$ cat src/rtl/y86_pkg.sv
// ----------------------------------------------------------------------------
// y86_pkg
// Shared definitions for the Y86 data-memory controller slice:
//   - icode constants (HALT .. POP)
//   - response status codes (AOK, HLT, ADR, INS)
//   - controller FSM state type and decoded memory-access kind
// ----------------------------------------------------------------------------
package y86_pkg;

    localparam logic [3:0] HALT  = 4'h0;
    localparam logic [3:0] NOP   = 4'h1;
    localparam logic [3:0] CMOV  = 4'h2;
    localparam logic [3:0] IRMOV = 4'h3;
    localparam logic [3:0] RMMOV = 4'h4;
    localparam logic [3:0] MRMOV = 4'h5;
    localparam logic [3:0] OPQ   = 4'h6;
    localparam logic [3:0] JXX   = 4'h7;
    localparam logic [3:0] CALL  = 4'h8;
    localparam logic [3:0] RET   = 4'h9;
    localparam logic [3:0] PUSH  = 4'hA;
    localparam logic [3:0] POP   = 4'hB;

    localparam logic [2:0] AOK = 3'd1;
    localparam logic [2:0] HLT = 3'd2;
    localparam logic [2:0] ADR = 3'd3;
    localparam logic [2:0] INS = 3'd4;

    typedef enum logic [1:0] {
        IDLE   = 2'd0,
        ISSUE  = 2'd1,
        WAIT_R = 2'd2,
        RESP   = 2'd3
    } state_t;

    typedef enum logic [1:0] {
        ACC_NONE  = 2'd0,
        ACC_READ  = 2'd1,
        ACC_WRITE = 2'd2
    } access_t;

endpackage

$ cat src/rtl/y86_dmem_ctrl_if.sv
// ----------------------------------------------------------------------------
// y86_dmem_ctrl_if
// Bundles the memory-stage request/response handshake and the data-memory
// req/gnt/rvalid bus of the controller.
//   slave  : controller view (accepts requests, drives responses and memory)
//   master : environment view (memory stage plus data memory)
// ----------------------------------------------------------------------------
interface y86_dmem_ctrl_if #(
    parameter int unsigned AW = 12
) ();
    // memory-stage request
    logic          req_valid;
    logic          req_ready;
    logic [3:0]    req_icode;
    logic [63:0]   req_valA;
    logic [63:0]   req_valE;
    logic [63:0]   req_valP;
    logic          req_pc_err;
    logic          req_ins_err;
    logic [63:0]   num_valid_instr;
    // memory-stage response
    logic          rsp_valid;
    logic          rsp_ready;
    logic [63:0]   rsp_valM;
    logic [2:0]    rsp_stat;
    logic          rsp_addr_err;
    logic          rsp_data_err;
    logic          rsp_mem_used;
    // data memory
    logic          mem_req;
    logic          mem_we;
    logic [AW-1:0] mem_addr;
    logic [63:0]   mem_wdata;
    logic          mem_gnt;
    logic          mem_rvalid;
    logic [63:0]   mem_rdata;

    modport slave (
        input  req_valid, req_icode, req_valA, req_valE, req_valP,
               req_pc_err, req_ins_err, num_valid_instr,
               rsp_ready, mem_gnt, mem_rvalid, mem_rdata,
        output req_ready, rsp_valid, rsp_valM, rsp_stat, rsp_addr_err,
               rsp_data_err, rsp_mem_used, mem_req, mem_we, mem_addr, mem_wdata
    );

    modport master (
        output req_valid, req_icode, req_valA, req_valE, req_valP,
               req_pc_err, req_ins_err, num_valid_instr,
               rsp_ready, mem_gnt, mem_rvalid, mem_rdata,
        input  req_ready, rsp_valid, rsp_valM, rsp_stat, rsp_addr_err,
               rsp_data_err, rsp_mem_used, mem_req, mem_we, mem_addr, mem_wdata
    );
endinterface

$ cat src/rtl/y86_dmem_decode.sv
// ----------------------------------------------------------------------------
// y86_dmem_decode
// Combinational icode decode for the data-memory controller.
//   i_icode, i_valA, i_valE, i_valP : memory-stage operands
//   o_access    : none / read / write
//   o_addr      : low AW bits of the selected address
//   o_wdata     : write data (0 for non-writes)
//   o_range_err : access with full 64-bit unsigned address >= MEM_DEPTH
//   o_is_ret    : read is a ret (its data is range-checked as a PC)
// ----------------------------------------------------------------------------
module y86_dmem_decode
    import y86_pkg::*;
#(
    parameter int unsigned MEM_DEPTH = 4096,
    parameter int unsigned AW        = 12
) (
    input  logic [3:0]    i_icode,
    input  logic [63:0]   i_valA,
    input  logic [63:0]   i_valE,
    input  logic [63:0]   i_valP,
    output access_t       o_access,
    output logic [AW-1:0] o_addr,
    output logic [63:0]   o_wdata,
    output logic          o_range_err,
    output logic          o_is_ret
);
    logic [63:0] w_addr;

    always_comb begin
        o_access = ACC_NONE;
        w_addr   = '0;
        o_wdata  = '0;
        o_is_ret = 1'b0;
        case (i_icode)
            RMMOV, PUSH: begin
                o_access = ACC_WRITE;
                w_addr   = i_valE;
                o_wdata  = i_valA;
            end
            CALL: begin
                o_access = ACC_WRITE;
                w_addr   = i_valE;
                o_wdata  = i_valP;
            end
            MRMOV: begin
                o_access = ACC_READ;
                w_addr   = i_valE;
            end
            POP: begin
                o_access = ACC_READ;
                w_addr   = i_valA;
            end
            RET: begin
                o_access = ACC_READ;
                w_addr   = i_valA;
                o_is_ret = 1'b1;
            end
            default: ;
        endcase
    end

    assign o_addr      = w_addr[AW-1:0];
    assign o_range_err = (o_access != ACC_NONE) && (w_addr >= 64'(MEM_DEPTH));

endmodule

$ cat src/rtl/y86_dmem_ctrl.sv
// ----------------------------------------------------------------------------
// y86_dmem_ctrl
// Sequencing controller between the SEQ memory stage and a single-port,
// variable-latency data memory.
//   clk : rising-edge clock
//   rst : asynchronous active-high reset
//   bus : y86_dmem_ctrl_if.slave
//         req_*  : request handshake (accepted only in IDLE)
//         rsp_*  : response handshake (held in RESP until rsp_ready)
//         mem_*  : req/gnt/rvalid memory bus with TIMEOUT abort
// ----------------------------------------------------------------------------
module y86_dmem_ctrl
    import y86_pkg::*;
#(
    parameter int unsigned MEM_DEPTH = 4096,
    parameter int unsigned AW        = 12,
    parameter int unsigned TIMEOUT   = 16
) (
    input logic             clk,
    input logic             rst,
    y86_dmem_ctrl_if.slave  bus
);
    localparam int unsigned CW = (TIMEOUT > 1) ? $clog2(TIMEOUT) : 1;

    state_t        r_state;
    state_t        w_state_nxt;
    logic          r_we;
    logic          r_is_ret;
    logic [AW-1:0] r_addr;
    logic [63:0]   r_wdata;
    logic [63:0]   r_nvi;
    logic [63:0]   r_valM;
    logic [2:0]    r_stat;
    logic          r_addr_err;
    logic          r_data_err;
    logic          r_mem_used;
    logic [CW-1:0] r_cnt;

    access_t       w_access;
    logic [AW-1:0] w_addr;
    logic [63:0]   w_wdata;
    logic          w_range_err;
    logic          w_is_ret;
    logic          w_accept;
    logic          w_go_issue;
    logic [2:0]    w_acc_stat;
    logic          w_acc_addr_err;
    logic          w_timeout;
    logic          w_ret_bad;

    y86_dmem_decode #(
        .MEM_DEPTH (MEM_DEPTH),
        .AW        (AW)
    ) u_decode (
        .i_icode     (bus.req_icode),
        .i_valA      (bus.req_valA),
        .i_valE      (bus.req_valE),
        .i_valP      (bus.req_valP),
        .o_access    (w_access),
        .o_addr      (w_addr),
        .o_wdata     (w_wdata),
        .o_range_err (w_range_err),
        .o_is_ret    (w_is_ret)
    );

    assign w_accept  = bus.req_valid && (r_state == IDLE);
    // counter starts at 0 on entry, so expiry is the TIMEOUT-th cycle spent waiting
    assign w_timeout = (r_cnt == CW'(TIMEOUT - 1));
    assign w_ret_bad = r_is_ret && (bus.mem_rdata > r_nvi);

    // accept-time priority: first matching condition decides the outcome
    always_comb begin
        w_acc_stat     = AOK;
        w_acc_addr_err = 1'b0;
        w_go_issue     = 1'b0;
        if (bus.req_pc_err) begin
            w_acc_stat = ADR;
        end else if (bus.req_ins_err) begin
            w_acc_stat = INS;
        end else if (bus.req_icode == HALT) begin
            w_acc_stat = HLT;
        end else if (w_access == ACC_NONE) begin
            w_acc_stat = AOK;
        end else if (w_range_err) begin
            w_acc_stat     = ADR;
            w_acc_addr_err = 1'b1;
        end else begin
            w_go_issue = 1'b1;
        end
    end

    always_ff @(posedge clk or posedge rst) begin
        if (rst) r_state <= IDLE;
        else     r_state <= w_state_nxt;
    end

    // gnt/rvalid are tested ahead of w_timeout so they win a same-cycle expiry
    always_comb begin
        w_state_nxt = r_state;
        case (r_state)
            IDLE:    if (w_accept) w_state_nxt = w_go_issue ? ISSUE : RESP;
            ISSUE: begin
                if (bus.mem_gnt)    w_state_nxt = r_we ? RESP : WAIT_R;
                else if (w_timeout) w_state_nxt = RESP;
            end
            WAIT_R:  if (bus.mem_rvalid || w_timeout) w_state_nxt = RESP;
            RESP:    if (bus.rsp_ready) w_state_nxt = IDLE;
            default: w_state_nxt = IDLE;
        endcase
    end

    always_ff @(posedge clk or posedge rst) begin
        if (rst) begin
            r_we       <= 1'b0;
            r_is_ret   <= 1'b0;
            r_addr     <= '0;
            r_wdata    <= '0;
            r_nvi      <= '0;
            r_valM     <= '0;
            r_stat     <= AOK;
            r_addr_err <= 1'b0;
            r_data_err <= 1'b0;
            r_mem_used <= 1'b0;
            r_cnt      <= '0;
        end else begin
            case (r_state)
                IDLE: begin
                    if (w_accept) begin
                        r_we       <= (w_access == ACC_WRITE);
                        r_is_ret   <= w_is_ret;
                        r_addr     <= w_addr;
                        r_wdata    <= w_wdata;
                        r_nvi      <= bus.num_valid_instr;
                        r_valM     <= '0;
                        r_stat     <= w_acc_stat;
                        r_addr_err <= w_acc_addr_err;
                        r_data_err <= 1'b0;
                        r_mem_used <= 1'b0;
                        r_cnt      <= '0;
                    end
                end
                ISSUE: begin
                    if (bus.mem_gnt) begin
                        if (r_we) r_mem_used <= 1'b1;
                        r_cnt <= '0;
                    end else if (w_timeout) begin
                        r_data_err <= 1'b1;
                        r_stat     <= ADR;
                    end else begin
                        r_cnt <= r_cnt + CW'(1);
                    end
                end
                WAIT_R: begin
                    if (bus.mem_rvalid) begin
                        r_valM     <= bus.mem_rdata;
                        r_mem_used <= 1'b1;
                        if (w_ret_bad) begin
                            r_data_err <= 1'b1;
                            r_stat     <= ADR;
                        end
                    end else if (w_timeout) begin
                        r_data_err <= 1'b1;
                        r_stat     <= ADR;
                    end else begin
                        r_cnt <= r_cnt + CW'(1);
                    end
                end
                default: ;
            endcase
        end
    end

    assign bus.req_ready    = (r_state == IDLE);
    assign bus.rsp_valid    = (r_state == RESP);
    assign bus.rsp_valM     = r_valM;
    assign bus.rsp_stat     = r_stat;
    assign bus.rsp_addr_err = r_addr_err;
    assign bus.rsp_data_err = r_data_err;
    assign bus.rsp_mem_used = r_mem_used;
    assign bus.mem_req      = (r_state == ISSUE);
    assign bus.mem_we       = r_we;
    assign bus.mem_addr     = r_addr;
    assign bus.mem_wdata    = r_wdata;

endmodule

$ cat src/flat_wrapper.sv
// flat-port wrapper written by rule: the top's interface ports become plain ports
module y86_dmem_ctrl_flat import y86_pkg::*;
#(
    parameter int unsigned MEM_DEPTH = 4096,
    parameter int unsigned AW        = 12,
    parameter int unsigned TIMEOUT   = 16
)
  (clk, rst, bus_req_valid, bus_req_icode, bus_req_valA, bus_req_valE, bus_req_valP, bus_req_pc_err, bus_req_ins_err, bus_num_valid_instr, bus_rsp_ready, bus_mem_gnt, bus_mem_rvalid, bus_mem_rdata, bus_req_ready, bus_rsp_valid, bus_rsp_valM, bus_rsp_stat, bus_rsp_addr_err, bus_rsp_data_err, bus_rsp_mem_used, bus_mem_req, bus_mem_we, bus_mem_addr, bus_mem_wdata);
  y86_dmem_ctrl_if #(.AW(AW)) bus_i ();
  input logic clk;
  input logic rst;
  input wire logic [$bits(bus_i.req_valid)-1:0] bus_req_valid;
  input wire logic [$bits(bus_i.req_icode)-1:0] bus_req_icode;
  input wire logic [$bits(bus_i.req_valA)-1:0] bus_req_valA;
  input wire logic [$bits(bus_i.req_valE)-1:0] bus_req_valE;
  input wire logic [$bits(bus_i.req_valP)-1:0] bus_req_valP;
  input wire logic [$bits(bus_i.req_pc_err)-1:0] bus_req_pc_err;
  input wire logic [$bits(bus_i.req_ins_err)-1:0] bus_req_ins_err;
  input wire logic [$bits(bus_i.num_valid_instr)-1:0] bus_num_valid_instr;
  input wire logic [$bits(bus_i.rsp_ready)-1:0] bus_rsp_ready;
  input wire logic [$bits(bus_i.mem_gnt)-1:0] bus_mem_gnt;
  input wire logic [$bits(bus_i.mem_rvalid)-1:0] bus_mem_rvalid;
  input wire logic [$bits(bus_i.mem_rdata)-1:0] bus_mem_rdata;
  output wire logic [$bits(bus_i.req_ready)-1:0] bus_req_ready;
  output wire logic [$bits(bus_i.rsp_valid)-1:0] bus_rsp_valid;
  output wire logic [$bits(bus_i.rsp_valM)-1:0] bus_rsp_valM;
  output wire logic [$bits(bus_i.rsp_stat)-1:0] bus_rsp_stat;
  output wire logic [$bits(bus_i.rsp_addr_err)-1:0] bus_rsp_addr_err;
  output wire logic [$bits(bus_i.rsp_data_err)-1:0] bus_rsp_data_err;
  output wire logic [$bits(bus_i.rsp_mem_used)-1:0] bus_rsp_mem_used;
  output wire logic [$bits(bus_i.mem_req)-1:0] bus_mem_req;
  output wire logic [$bits(bus_i.mem_we)-1:0] bus_mem_we;
  output wire logic [$bits(bus_i.mem_addr)-1:0] bus_mem_addr;
  output wire logic [$bits(bus_i.mem_wdata)-1:0] bus_mem_wdata;
  assign bus_i.req_valid = bus_req_valid;
  assign bus_i.req_icode = bus_req_icode;
  assign bus_i.req_valA = bus_req_valA;
  assign bus_i.req_valE = bus_req_valE;
  assign bus_i.req_valP = bus_req_valP;
  assign bus_i.req_pc_err = bus_req_pc_err;
  assign bus_i.req_ins_err = bus_req_ins_err;
  assign bus_i.num_valid_instr = bus_num_valid_instr;
  assign bus_i.rsp_ready = bus_rsp_ready;
  assign bus_i.mem_gnt = bus_mem_gnt;
  assign bus_i.mem_rvalid = bus_mem_rvalid;
  assign bus_i.mem_rdata = bus_mem_rdata;
  assign bus_req_ready = bus_i.req_ready;
  assign bus_rsp_valid = bus_i.rsp_valid;
  assign bus_rsp_valM = bus_i.rsp_valM;
  assign bus_rsp_stat = bus_i.rsp_stat;
  assign bus_rsp_addr_err = bus_i.rsp_addr_err;
  assign bus_rsp_data_err = bus_i.rsp_data_err;
  assign bus_rsp_mem_used = bus_i.rsp_mem_used;
  assign bus_mem_req = bus_i.mem_req;
  assign bus_mem_we = bus_i.mem_we;
  assign bus_mem_addr = bus_i.mem_addr;
  assign bus_mem_wdata = bus_i.mem_wdata;
  y86_dmem_ctrl #(.MEM_DEPTH(MEM_DEPTH), .AW(AW), .TIMEOUT(TIMEOUT)) u_core (.clk(clk), .rst(rst), .bus(bus_i));
endmodule
$ cat config.mk
export PLATFORM = sky130hd
export DESIGN_NAME = y86_dmem_ctrl_flat
export DESIGN_NICKNAME = d
export VERILOG_FILES = /design/src/rtl/y86_pkg.sv /design/src/rtl/y86_dmem_ctrl_if.sv /design/src/rtl/y86_dmem_decode.sv /design/src/rtl/y86_dmem_ctrl.sv /design/src/flat_wrapper.sv
export SDC_FILE = /design/constraint.sdc
export NUM_CORES = 1
export LEC_CHECK = 0
export CORE_AREA = 2 2 186 188
export CTS_CLUSTER_DIAMETER = 200
export DETAILED_ROUTE_END_ITERATION = 6
export DIE_AREA = 0 0 188 190
export GPL_TIMING_DRIVEN = 0
export PLACE_DENSITY = 0.63
export SYNTH_ARGS = -nofsm -noshare
export SYNTH_HDL_FRONTEND = slang
export SYNTH_SLANG_ARGS = --single-unit
$ cat constraint.sdc
create_clock -name clk -period 8.16 [get_ports clk]
set_input_delay 2.04 -clock clk [delete_from_list [all_inputs] [get_ports clk]]
set_output_delay 2.04 -clock clk [all_outputs]
set_load 0.005 [all_outputs]
== After elaboration in Yosys (flattened, before gate mapping) ==
Cells that the tools add are included.
Cells by class
  magnitude comparators: 2
  mux-type cells: 51
  equal/unequal tests: 21
  reductions and logical operators: 21
  add/subtract/negate cells: 1
Operator list (count)
  $pmux 64 s2: 3
  $mux 64: 2
  $ge 64x13->1 const B: 1
  $gt 64x64->1: 1
  $mux 3: 9
  $eq 4x4->1 const B: 5
  $mux 1: 20
  $mux 4: 4
  $mux 2: 7
  $pmux 4 s3: 1
  $ne 2x2->1 const B: 5
  $pmux 3 s3: 1
  $eq 4x3->1 const B: 2
  $pmux 2 s4: 1
  $reduce_and 4->1: 2
  $eq 2x2->1 const B: 3
  $ne 2x1->1 const B: 3
  $ne 3x2->1 const B: 2
  $pmux 1 s3: 2
  $reduce_and 3->1: 2
  $reduce_or 3->1: 2
  $reduce_and 5->1: 1
  $add 4x1->4 const B: 1
  $logic_not 2->1: 2
  10 further kinds: 14
Storage, ports and cells
  output and inout bits: 150
  input port bits: 332
  register bits after elaboration: 218
  word-level logic and storage cells: 108

== Depth between registers and ports, before layout ==
Gate-level depths: netlist of run 1.
  depth after elaboration: 13
  depth in mapped cells: 10

== Cells and area by module ==
From an unflattened synthesis of run 1, not the netlist that was laid out.
Unflattened totals
  cells, all modules: 1056
  area, all modules: 11259.5 µm²
Modules (own cells, without submodules)
  y86_dmem_ctrl: cells an instance 915, instances 1, seq. area each 5456.5 µm², area an instance 10192.3 µm²
  y86_dmem_decode: cells an instance 141, instances 1, seq. area each 0.0 µm², area an instance 1067.3 µm²

== Worst setup path after synthesis of run 1 ==
Ideal clock, no wire load.
  path kind: in2reg
  start point: in bus_mem_rdata[47]
  end point: reg u_core.r_stat[1] (netlist: u_core.bus.rsp_stat[1])
  stages: 8
  slack: 4323 ps
  data arrival time: 3751 ps
  library setup time: 86 ps
  required time: 8074 ps
  path through: ha_1 > nand4_1 > nor4_1 > nand4_1 > o211a_1 > o21ai_1 > a21oi_1 > a32oi_1
Between the ends
  word-level cells in the longest chain between the ends: 4
RTL lines
  start, declared: line flat_wrapper.sv:23  | input wire logic [$bits(bus_i.mem_rdata)-1:0] bus_mem_rdata;
  $gt 64x64->1: line y86_dmem_ctrl.sv:69  | assign w_ret_bad = r_is_ret && (bus.mem_rdata > r_nvi);
  $logic_and 1x1->1: line y86_dmem_ctrl.sv:69
  $ne 3x2->1 (no line)
  $reduce_and 4->1 (no line)
  end signal, assigned: line y86_dmem_ctrl.sv:135  | r_stat <= w_acc_stat;
  end, declared: line y86_dmem_ctrl.sv:33  | logic [2:0] r_stat;
No other way between the ends.
A chain may end at the register's enable or synchronous reset.

== Worst setup path after layout of run 1 ==
Ends and elaborated chain as after synthesis.

==> results of run 1 <==
==> worst register-to-register path, stage by stage, from the launching register on <==
cell	delay, ns
dfrtp_1	0.41
inv_1	0.09
ha_1	0.22
buf_4	0.17
nand2_1	0.31
clkbuf_1	0.60
clkbuf_1	0.72
clkbuf_1	0.57
nand2_1	0.14
o21ai_0	0.11
==> power groups by stage <==
| stage | registers (mW) | clock network, mW | logic (mW) |
|---|---|---|---|
| 2_1_floorplan | 1.78 | 0 | 1.11 |
| 3_3_place_gp | 1.79 | 0 | 2.22 |
| 6_report | 1.80 | 1.28 | 2.26 |
| 3_5_place_dp | 1.80 | 0 | 2.26 |
| 4_1_cts | 1.79 | 1.30 | 2.28 |
| 5_1_grt | 1.85 | 1.35 | 2.50 |
==> state kept, by name, indices dropped and copies added, names as in the netlist <==
name and count:
u_core.bus.rsp_data_err 1, u_core.bus.mem_we 1, u_core.bus.mem_addr 12, u_core.bus.rsp_stat 3, u_core.r_cnt 4, u_core.r_nvi 64, u_core.bus.rsp_mem_used 1, u_core.bus.rsp_valM 64
u_core.bus.mem_wdata 64, u_core.bus.rsp_addr_err 1, u_core.r_is_ret 1, u_core.r_state 2
==> routing by layer <==
layer	wire, µm	global-route usage [%]	vias to the layer above
li1	-	-	4681
met1	16400	26.1	4756
met2	20700	40.0	412
met3	3960	7.60	74
met4	1460	9.21	2
met5	13	0	-
==> cell usage after synthesis, types with 5 or more instances <==
cell	instances	area, µm²
clkbuf_1	49	184
o21ai_0	91	455
a211oi_1	5	37.5
nand2b_1	6	37.5
a21oi_1	36	180
ha_1	69	863
a21o_1	6	45.0
nand2_1	111	417
nand3_1	8	40.0
dfrtp_1	217	5430
a22oi_1	77	578
nor4_1	29	181
nor2b_1	6	37.5
inv_1	74	278
nor3_1	5	25.0
a22o_1	65	569
mux2_2	65	732
nand4_1	17	106
nor2_1	15	56.3
==> layout make-up <==
type / instances / area [µm²]
Fill cell: 3041 / 16900
Sequential cell: 218 / 5460
Timing Repair Buffer: 483 / 4850
Multi-Input combinational cell: 647 / 4690
Clock buffer: 39 / 801
Tap cell: 455 / 569
Inverter: 74 / 285
Buffer: 53 / 203
Clock inverter: 9 / 154
Antenna cell: 8 / 20.0
==> logic make-up (layout without fill, tap and decap cells) <==
kind of cell	count (synthesis)	count (layout)
AOI/OAI and AO/OA	307	307
DFF	218	218
and+or+nand+nor	204	204
buffers and inverters	127	658
adders and majority gates	69	69
muxes	66	66
xor gates and xnor gates	1	1
other	0	8
==> final timing paths <==
path	end	cells past startpoint	startpoint
max	u_core.bus.rsp_stat[1]	9	bus_mem_rdata[47]
max reg2reg	u_core.bus.mem_wdata[63]	9	u_core.r_state[0]
min in group asynchronous	u_core.bus.mem_wdata[36]	2	rst
min reg2reg	u_core.bus.mem_wdata[55]	2	u_core.bus.mem_wdata[55]
max in group asynchronous	u_core.r_nvi[60]	3	rst
min	u_core.bus.mem_wdata[55]	2	u_core.bus.mem_wdata[55]
==> results.tsv, run 1 <==
stage	metric	value	unit
run_status	status	finished, final reports clean	
finish	final_common_cell	clkdlybuf4s50_1	
sta	worstMarginPinSlew	0.869	ns
power_and_ir_drop	internal_power	3.57	mW
power_and_ir_drop	max-vdd-ir-drop	0.157	mV
yosys	synth_cells	992	
route	drt_iter0_drc	568	
finish	drive_gt1_share	7.75	%
power_and_ir_drop	switchingPower	1.77	mW
finish	final_cells	1986	
worst_setup_path	path_cells	clkdlybuf4s50_1, ha_1, nand4_1, nor4_1, nand4_1, o211a_1, o21ai_1, a21oi_1, a32oi_1	
power_and_ir_drop	switching_share	33.1	%
sta	final-setup-viol-count	0	
power_and_ir_drop	p_comb_share	42.3	%
die	placementRows	68	
power_and_ir_drop	p_leak	7.22	nW
power_and_ir_drop	power_frac_seq	33.7	%
route	first_pass_iters	5	
sta	hold_viol	0	
yosys	yosysWarnings	0	
worst_setup_path	max_stage_delay	0.63	ns
power_and_ir_drop	total_power	5.33	mW
worst_setup_path	cp.arrival	5.03	ns
yosys	syn_nets	1393	
yosys	ys.flop_type	dfrtp_1	
yosys	synth_fa_ha_area_share	8.13	%
global_routing	gr-total-overflow	0	
die	ios	482	
route	ant_nets	0	
yosys	synth_seq_cells	218	
worst_setup_path	ff2ff_setup_slack	4.74	ns
sta	tns	0	ns
global_routing	antenna_found_initial	9	
route	drcViolationCount	0	
worst_setup_path	cp-end-kind	register	
worst_setup_path	crit_family	simple AND/OR/NAND/NOR gates	
sta	hold_slack	0.478	ns
yosys	seq_area_frac_synth	51.4	%
worst_setup_path	slowest_stage	nor4_1	
route	via_per_inst	5.00	
yosys	synth.avg_cell_area	10.7	µm²
cts	htreeDepth	1	
global_routing	grt_pass1_wl	62.8	mm
cts	cts_tree	yes	
yosys	syn_area	0.0106	mm²
die	initial_core_util	31.3	%
yosys	synth_mux_area_share	6.98	%
worst_setup_path	critical_path.max_fanout	5	
die	die_area	0.0357	mm²
sta	fin_worst_skew	0.00521	ns
finish	design_area	0.0170	mm²
worst_setup_path	cpMostUsedCell	nand4_1	
worst_setup_path	cp.required	8.61	ns
yosys	synth_top_family_by_area	compound AO/OA/AOI/OAI gates	
worst_hold_path	min_path_type	register to register	
die	coreArea	0.0339	mm²
sta	rsz0062_at_grt	no	
cts	insertion_delay	0.53	ns
sta	fmax	0.218	GHz
yosys	synth-xor-area-share	0.0824	%
placed_design	port_buffers	481	
placed_design	dpl_worst_slack	2.93	ns
cts	post_cts_buffers	0	
yosys	synth_edf_count	0	
cts	cts_resized	0	
cts	cts_buffers	26	
placed_design	dpl.cell_count	1930	
die	die_x	188	µm
finish	area_delta_synth_final	60.3	%
sta	finalCritPeriodShare	56.1	%
cts	clockRootBuffer	clkbuf_16	
power_and_ir_drop	power_per_cell_area	313	mW/mm²
finish	layout.nets	1904	
worst_setup_path	start_kind	input port	
placed_design	routabilityCongestion	0.917	
yosys	synth_compound_area_share	19.8	%
global_routing	track_usage	23.0	%
power_and_ir_drop	p_clk_share	24.0	%
worst_setup_path	path_buf_inv	1	
route	routed_wl	42.5	mm
sta	slew_headroom	42.1	%
sta	period_minus_slack	4.58	ns
sta	setup_slack	3.58	ns
global_routing	grt_pass1_vias	10585	
run	cap_viol_max_count	0	
placed_design	placed_area	0.0161	mm²
placed_design	hpwl	33.6	mm
cts	path_clk_slew	0.06	ns
global_routing	grt_max_degree	112	
worst_setup_path	crit_type	input port to register	
cts	cts_sinks	218	
cts	cts-hold-fix-buffers	0	
finish	utilization	50.2	%
yosys	synth-simple-area-share	9.15	%
yosys	synth_async_sr_flop_share	100	%
sta	slew_violations	0	
route	routedWlPerCell	21.4	µm
cts	clockBufferDepth	3	
finish	final_cell_mix	clkdlybuf4s50_1 (481), dfrtp_1 (217), nand2_1 (111)	
route	vias	9925	
yosys	synth_cell_types	49	
die	dieHeight	190	µm
(Power assumes the default switching activity.)
==> inputs of run 2 (changes only) <==
- CORE_AREA: 2 2 186 188 -> 2 2 188 190
- DIE_AREA: 0 0 188 190 -> 0 0 190 192
- PLACE_DENSITY: 0.63 -> 0.6
- clock period: 8.16 -> 4.4 ns (I/O delays scaled with it)
==> run 2 against run 1 <==
Critical path depth stayed put. Die area is 2.1% higher. Via count is 1.0% higher. Combinational power is 85% higher. Wire length is 1.9% higher. First-iteration DRC count is 16% lower. Largest cell class unchanged. Utilization is 0.59 points lower. Cell count is 0.20% higher.
==> results.tsv, run 2 (synthesis gave the netlist of run 1 again) <==
stage	metric	value	unit
run_status	status	finished, final reports clean	
cts	clockRootBuffer	clkbuf_16	
finish	layout.nets	1908	
route	routedWlPerCell	21.7	µm
worst_setup_path	cp-end-kind	register	
die	coreArea	0.0343	mm²
placed_design	port_buffers	481	
finish	nFillCells	3166	
global_routing	grt_pass1_vias	10502	
cts	cts_sinks	218	
die	die_x	190	µm
worst_setup_path	crit_type	input port to register	
worst_hold_path	min_path_type	register to register	
power_and_ir_drop	max-vdd-ir-drop	0.349	mV
finish	final_cell_mix	clkdlybuf4s50_1 (481), dfrtp_1 (217), nand2_1 (111)	
finish	area_delta_synth_final	60.0	%
route	ant_nets	0	
finish	final_cells	1990	
cts	post_cts_buffers	0	
cts	cts_tree	yes	
die	die_area	0.0365	mm²
sta	final-setup-viol-count	0	
cts	cts_resized	0	
worst_setup_path	critical_path.max_fanout	5	
power_and_ir_drop	p_leak	7.20	nW
sta	fin_worst_skew	0.00675	ns
global_routing	grt_max_degree	41	
cts	cts_buffers	26	
route	drcViolationCount	0	
run	cap_viol_max_count	0	
worst_setup_path	cp.arrival	4.03	ns
global_routing	gr-total-overflow	0	
global_routing	grt_pass1_wl	63.8	mm
route	vias	10028	
die	initial_core_util	31.0	%
cts	htreeDepth	1	
die	ios	482	
finish	drive_gt1_share	7.80	%
cts	clockBufferDepth	3	
placed_design	hpwl	34.4	mm
finish	seqCellArea	0.00546	mm²
finish	final_common_cell	clkdlybuf4s50_1	
placed_design	dpl.cell_count	1934	
sta	period_minus_slack	3.58	ns
global_routing	track_usage	23.1	%
cts	insertion_delay	0.54	ns
die	dieHeight	192	µm
sta	slew_headroom	42.1	%
route	routed_wl	43.3	mm
cts	cts-hold-fix-buffers	0	
sta	worstMarginPinSlew	0.867	ns
sta	setup_slack	0.822	ns
sta	tns	0	ns
power_and_ir_drop	power_per_cell_area	568	mW/mm²
power_and_ir_drop	total_power	9.66	mW
sta	fmax	0.280	GHz
placed_design	dpl_worst_slack	0.139	ns
worst_setup_path	start_kind	input port	
route	drt_iter0_drc	477	
die	placementRows	68	
sta	finalCritPeriodShare	81.3	%
sta	slew_violations	0	
placed_design	routabilityCongestion	0.945	
global_routing	antenna_found_initial	14	
worst_setup_path	cp.required	4.85	ns
route	first_pass_iters	5	
route	via_per_inst	5.04	
finish	multi_input_area	0.00469	mm²
cts	path_clk_slew	0.06	ns
sta	rsz0062_at_grt	no	
sta	hold_viol	0	
-- run 2: where the power goes --
group | internal (mW) | total (mW) | switching, mW
Combinational | 2.28 | 4.18 | 1.90
Clock | 1.26 | 2.14 | 0.882
Sequential | 2.85 | 3.34 | 0.489
Total | 6.39 | 9.66 | 3.27
-- run 2: final cells by class --
type,instances,share of cell area (%)
multi-input combinational,647,27.6
sequential,218,32.1
clock inverter,8,0.419
antenna,10,0.147
inverter,74,1.66
buffer,53,1.19
tap,455,3.35
clock buffer,38,4.51
timing repair buffer,487,29.0
-- run 2: final timing paths --
kind	start	endpoint	slack, ns	cells past startpoint
worst min-delay path	u_core.bus.mem_wdata[7]	u_core.bus.mem_wdata[7]	0.48	2
max in group asynchronous	rst	u_core.bus.rsp_valM[48]	2.21	5
min in group asynchronous	rst	u_core.bus.mem_wdata[22]	1.04	2
worst min register to register	u_core.bus.mem_wdata[7]	u_core.bus.mem_wdata[7]	0.48	2
worst max-delay path	bus_mem_rdata[46]	u_core.bus.rsp_stat[1]	0.82	9
worst max register to register	u_core.r_state[0]	u_core.bus.mem_wdata[10]	1.11	9
-- run 2: critical path, stage by stage --
cell             delay, ns
clkdlybuf4s50_1       0.48
ha_1                  0.34
nand4_1               0.18
nor4_1                0.61
nand4_1               0.37
o211a_1               0.32
o21ai_1               0.27
a21oi_1               0.15
a32oi_1               0.21
-- run 2: routing by layer --
layer  global-route usage [%]  part of all wire (%)  routed length (µm)  vias up
met5                        0                 0.088                  38        -
met4                     8.83                   3.0                1290        6
met3                     7.78                   9.9                4300       78
met2                     40.6                    50               21500      422
met1                     26.0                    37               16200     4836
li1                         -                     -                   -     4686
-- run 2: per-stage QoR --
step / utilization [%] / area, µm² / hold slack [ns]
5_1_grt: 49.6 / 17000 / 0.498
2_1_floorplan: - / 10600 / 0.450
3_3_place_gp: 46.7 / 16000 / 0.461
3_5_place_dp: 47.1 / 16100 / 0.469
6_report: 49.6 / 17000 / 0.479
4_1_cts: 49.5 / 17000 / 0.482
==> inputs of run 3 (changes only) <==
- clock period: 4.4 -> 3.3 ns (I/O delays scaled with it)
==> run 3 against run 2 <==
Critical path depth is the same. Via count is essentially flat. Count of clock-buffer cells in the layout is the same. Wire length is essentially flat. Register-to-register slack lost 0.61 ns. Sequential power grew 33%. Worst hold slack is essentially flat. Combinational power grew 34%. Non-clock buffer count shrank 1. Clock skew is essentially flat. Total power grew 34%. Critical endpoint unchanged.
==> results.tsv, run 3 (synthesis gave the netlist of run 1 again) <==
stage	metric	value	unit
run_status	status	finished, final reports clean	
cts	clockRootBuffer	clkbuf_16	
finish	final_cell_mix	clkdlybuf4s50_1 (481), dfrtp_1 (217), nand2_1 (111)	
finish	drive_gt1_share	8.01	%
worst_setup_path	crit_start	bus_mem_rdata[46]	
worst_hold_path	min_path_type	register to register	
placed_design	routabilityCongestion	0.945	
sta	fin_worst_skew	0.00710	ns
global_routing	gr-total-overflow	0	
global_routing	grt_max_degree	41	
sta	slew_headroom	43.4	%
route	routed_wl	43.3	mm
cts	cts_buffers	26	
finish	layout.nets	1907	
sta	setup_slack	0.207	ns
global_routing	grt_pass1_wl	63.9	mm
sta	period_minus_slack	3.09	ns
worst_setup_path	cp-end-kind	register	
route	ant_nets	0	
worst_setup_path	r2r_end	u_core.bus.mem_wdata[10]	
placed_design	port_buffers	481	
placed_design	hpwl	34.4	mm
power_and_ir_drop	power_per_cell_area	758	mW/mm²
finish	design_area	0.0170	mm²
worst_setup_path	endpoint	u_core.bus.rsp_stat[1]	
finish	area_delta_synth_final	60.2	%
route	drcViolationCount	0	
die	placementRows	68	
die	dieHeight	192	µm
power_and_ir_drop	max-vdd-ir-drop	0.466	mV
sta	hold_slack	0.479	ns
cts	cts_tree	yes	
finish	final_common_cell	clkdlybuf4s50_1	
sta	hold_viol	0	
route	first_pass_iters	5	
global_routing	antenna_found_initial	14	
sta	worstMarginPinSlew	0.847	ns
worst_setup_path	cp.arrival	3.55	ns
sta	finalCritPeriodShare	93.7	%
die	coreArea	0.0343	mm²
worst_setup_path	r2r-start	u_core.r_state[0]	
global_routing	track_usage	23.2	%
cts	clockBufferDepth	3	
worst_setup_path	ff2ff_setup_slack	0.50	ns
finish	nFillCells	3159	
sta	rsz0062_at_grt	no	
placed_design	placed_area	0.0161	mm²
cts	insertion_delay	0.54	ns
cts	cts-hold-fix-buffers	0	
die	initial_core_util	31.0	%
sta	tns	0	ns
global_routing	grt_pass1_vias	10512	
die	die_x	190	µm
sta	final-setup-viol-count	0	
cts	post_cts_buffers	0	
finish	utilization	49.6	%
placed_design	dpl_worst_slack	-0.686	ns
worst_setup_path	reg2regPathDepth	8	
route	drt_iter0_drc	439	
cts	cts_sinks	218	
cts	path_clk_slew	0.06	ns
sta	fmax	0.323	GHz
sta	slew_violations	0	
worst_setup_path	start_kind	input port	
route	routedWlPerCell	21.8	µm
route	via_per_inst	5.05	
cts	htreeDepth	1	
run	cap_viol_max_count	0	
route	vias	10037	
worst_setup_path	crit_type	input port to register	
die	ios	482	
power_and_ir_drop	p_leak	7.21	nW
worst_setup_path	cp.required	3.75	ns
die	die_area	0.0365	mm²
worst_setup_path	critical_path.max_fanout	5	
==> run 3: cell count changes in the layout (fill, tap and decap cells not counted), sizes merged <==
cell | previous run | this run
clkbuf | 87 | 86
==> run 3: repair_timing <==
action / in CTS / in global routing
pin swaps: 0 / 1
setup endpoints to repair: 83 / 11
gates cloned: 0 / 0
hold endpoints to repair: 0 / 0
resized for setup: 2 / 2
==> run 3: worst min path at each step <==
stage,cells after the start,end,slack [ns],start
after CTS,2,u_core.bus.mem_wdata[49],0.48,u_core.bus.mem_wdata[49]
final,2,u_core.bus.mem_wdata[7],0.48,u_core.bus.mem_wdata[7]
after global placement,2,u_core.bus.mem_wdata[26],0.46,u_core.bus.mem_wdata[26]
after detailed placement,2,u_core.bus.mem_wdata[49],0.47,u_core.bus.mem_wdata[49]
after global routing,2,u_core.bus.mem_wdata[59],0.50,u_core.bus.mem_wdata[59]
after floorplan,2,u_core.r_is_ret,0.45,u_core.r_is_ret
==> run 3: critical path, stage by stage <==
cell	delay [ns]
clkdlybuf4s50_1	0.48
ha_1	0.34
nand4_1	0.24
nor4_4	0.38
nand4_1	0.33
o211a_1	0.32
o21ai_1	0.27
a21oi_1	0.15
a32oi_1	0.21
==> run 3: metrics by stage <==
stage	std cells	power, mW
2_1_floorplan	992	7.14
3_3_place_gp	1928	9.97
3_5_place_dp	1934	10.1
4_1_cts	1980	13.0
5_1_grt	1988	13.8
6_report	1989	12.9
==> run 3: metal layers <==
layer	wire length (µm)	global-route usage [%]	vias to the layer above	share of wire [%]
li1	-	-	4686	-
met1	16300	26.0	4844	38
met2	21400	40.5	425	49
met3	4250	7.78	76	9.8
met4	1350	9.18	6	3.1
met5	38	0	-	0.088
==> run 3: power breakdown <==
part           total [mW]  switching [mW]  internal [mW]  leakage [nW]
registers            4.45           0.652           3.80          2.82
clock network        2.86            1.18           1.68         0.414
logic                5.59            2.55           3.04          3.97
==> run 3: final cells by class <==
cell class | instances | area (µm²) | area share [%]
buffer | 52 | 200 | 1.18
multi-input combinational | 647 | 4710 | 27.7
timing repair buffer | 487 | 4930 | 29.0
sequential | 218 | 5460 | 32.1
antenna | 10 | 25.0 | 0.147
tap | 455 | 569 | 3.34
clock inverter | 8 | 71.3 | 0.419
clock buffer | 38 | 767 | 4.51
inverter | 74 | 282 | 1.65
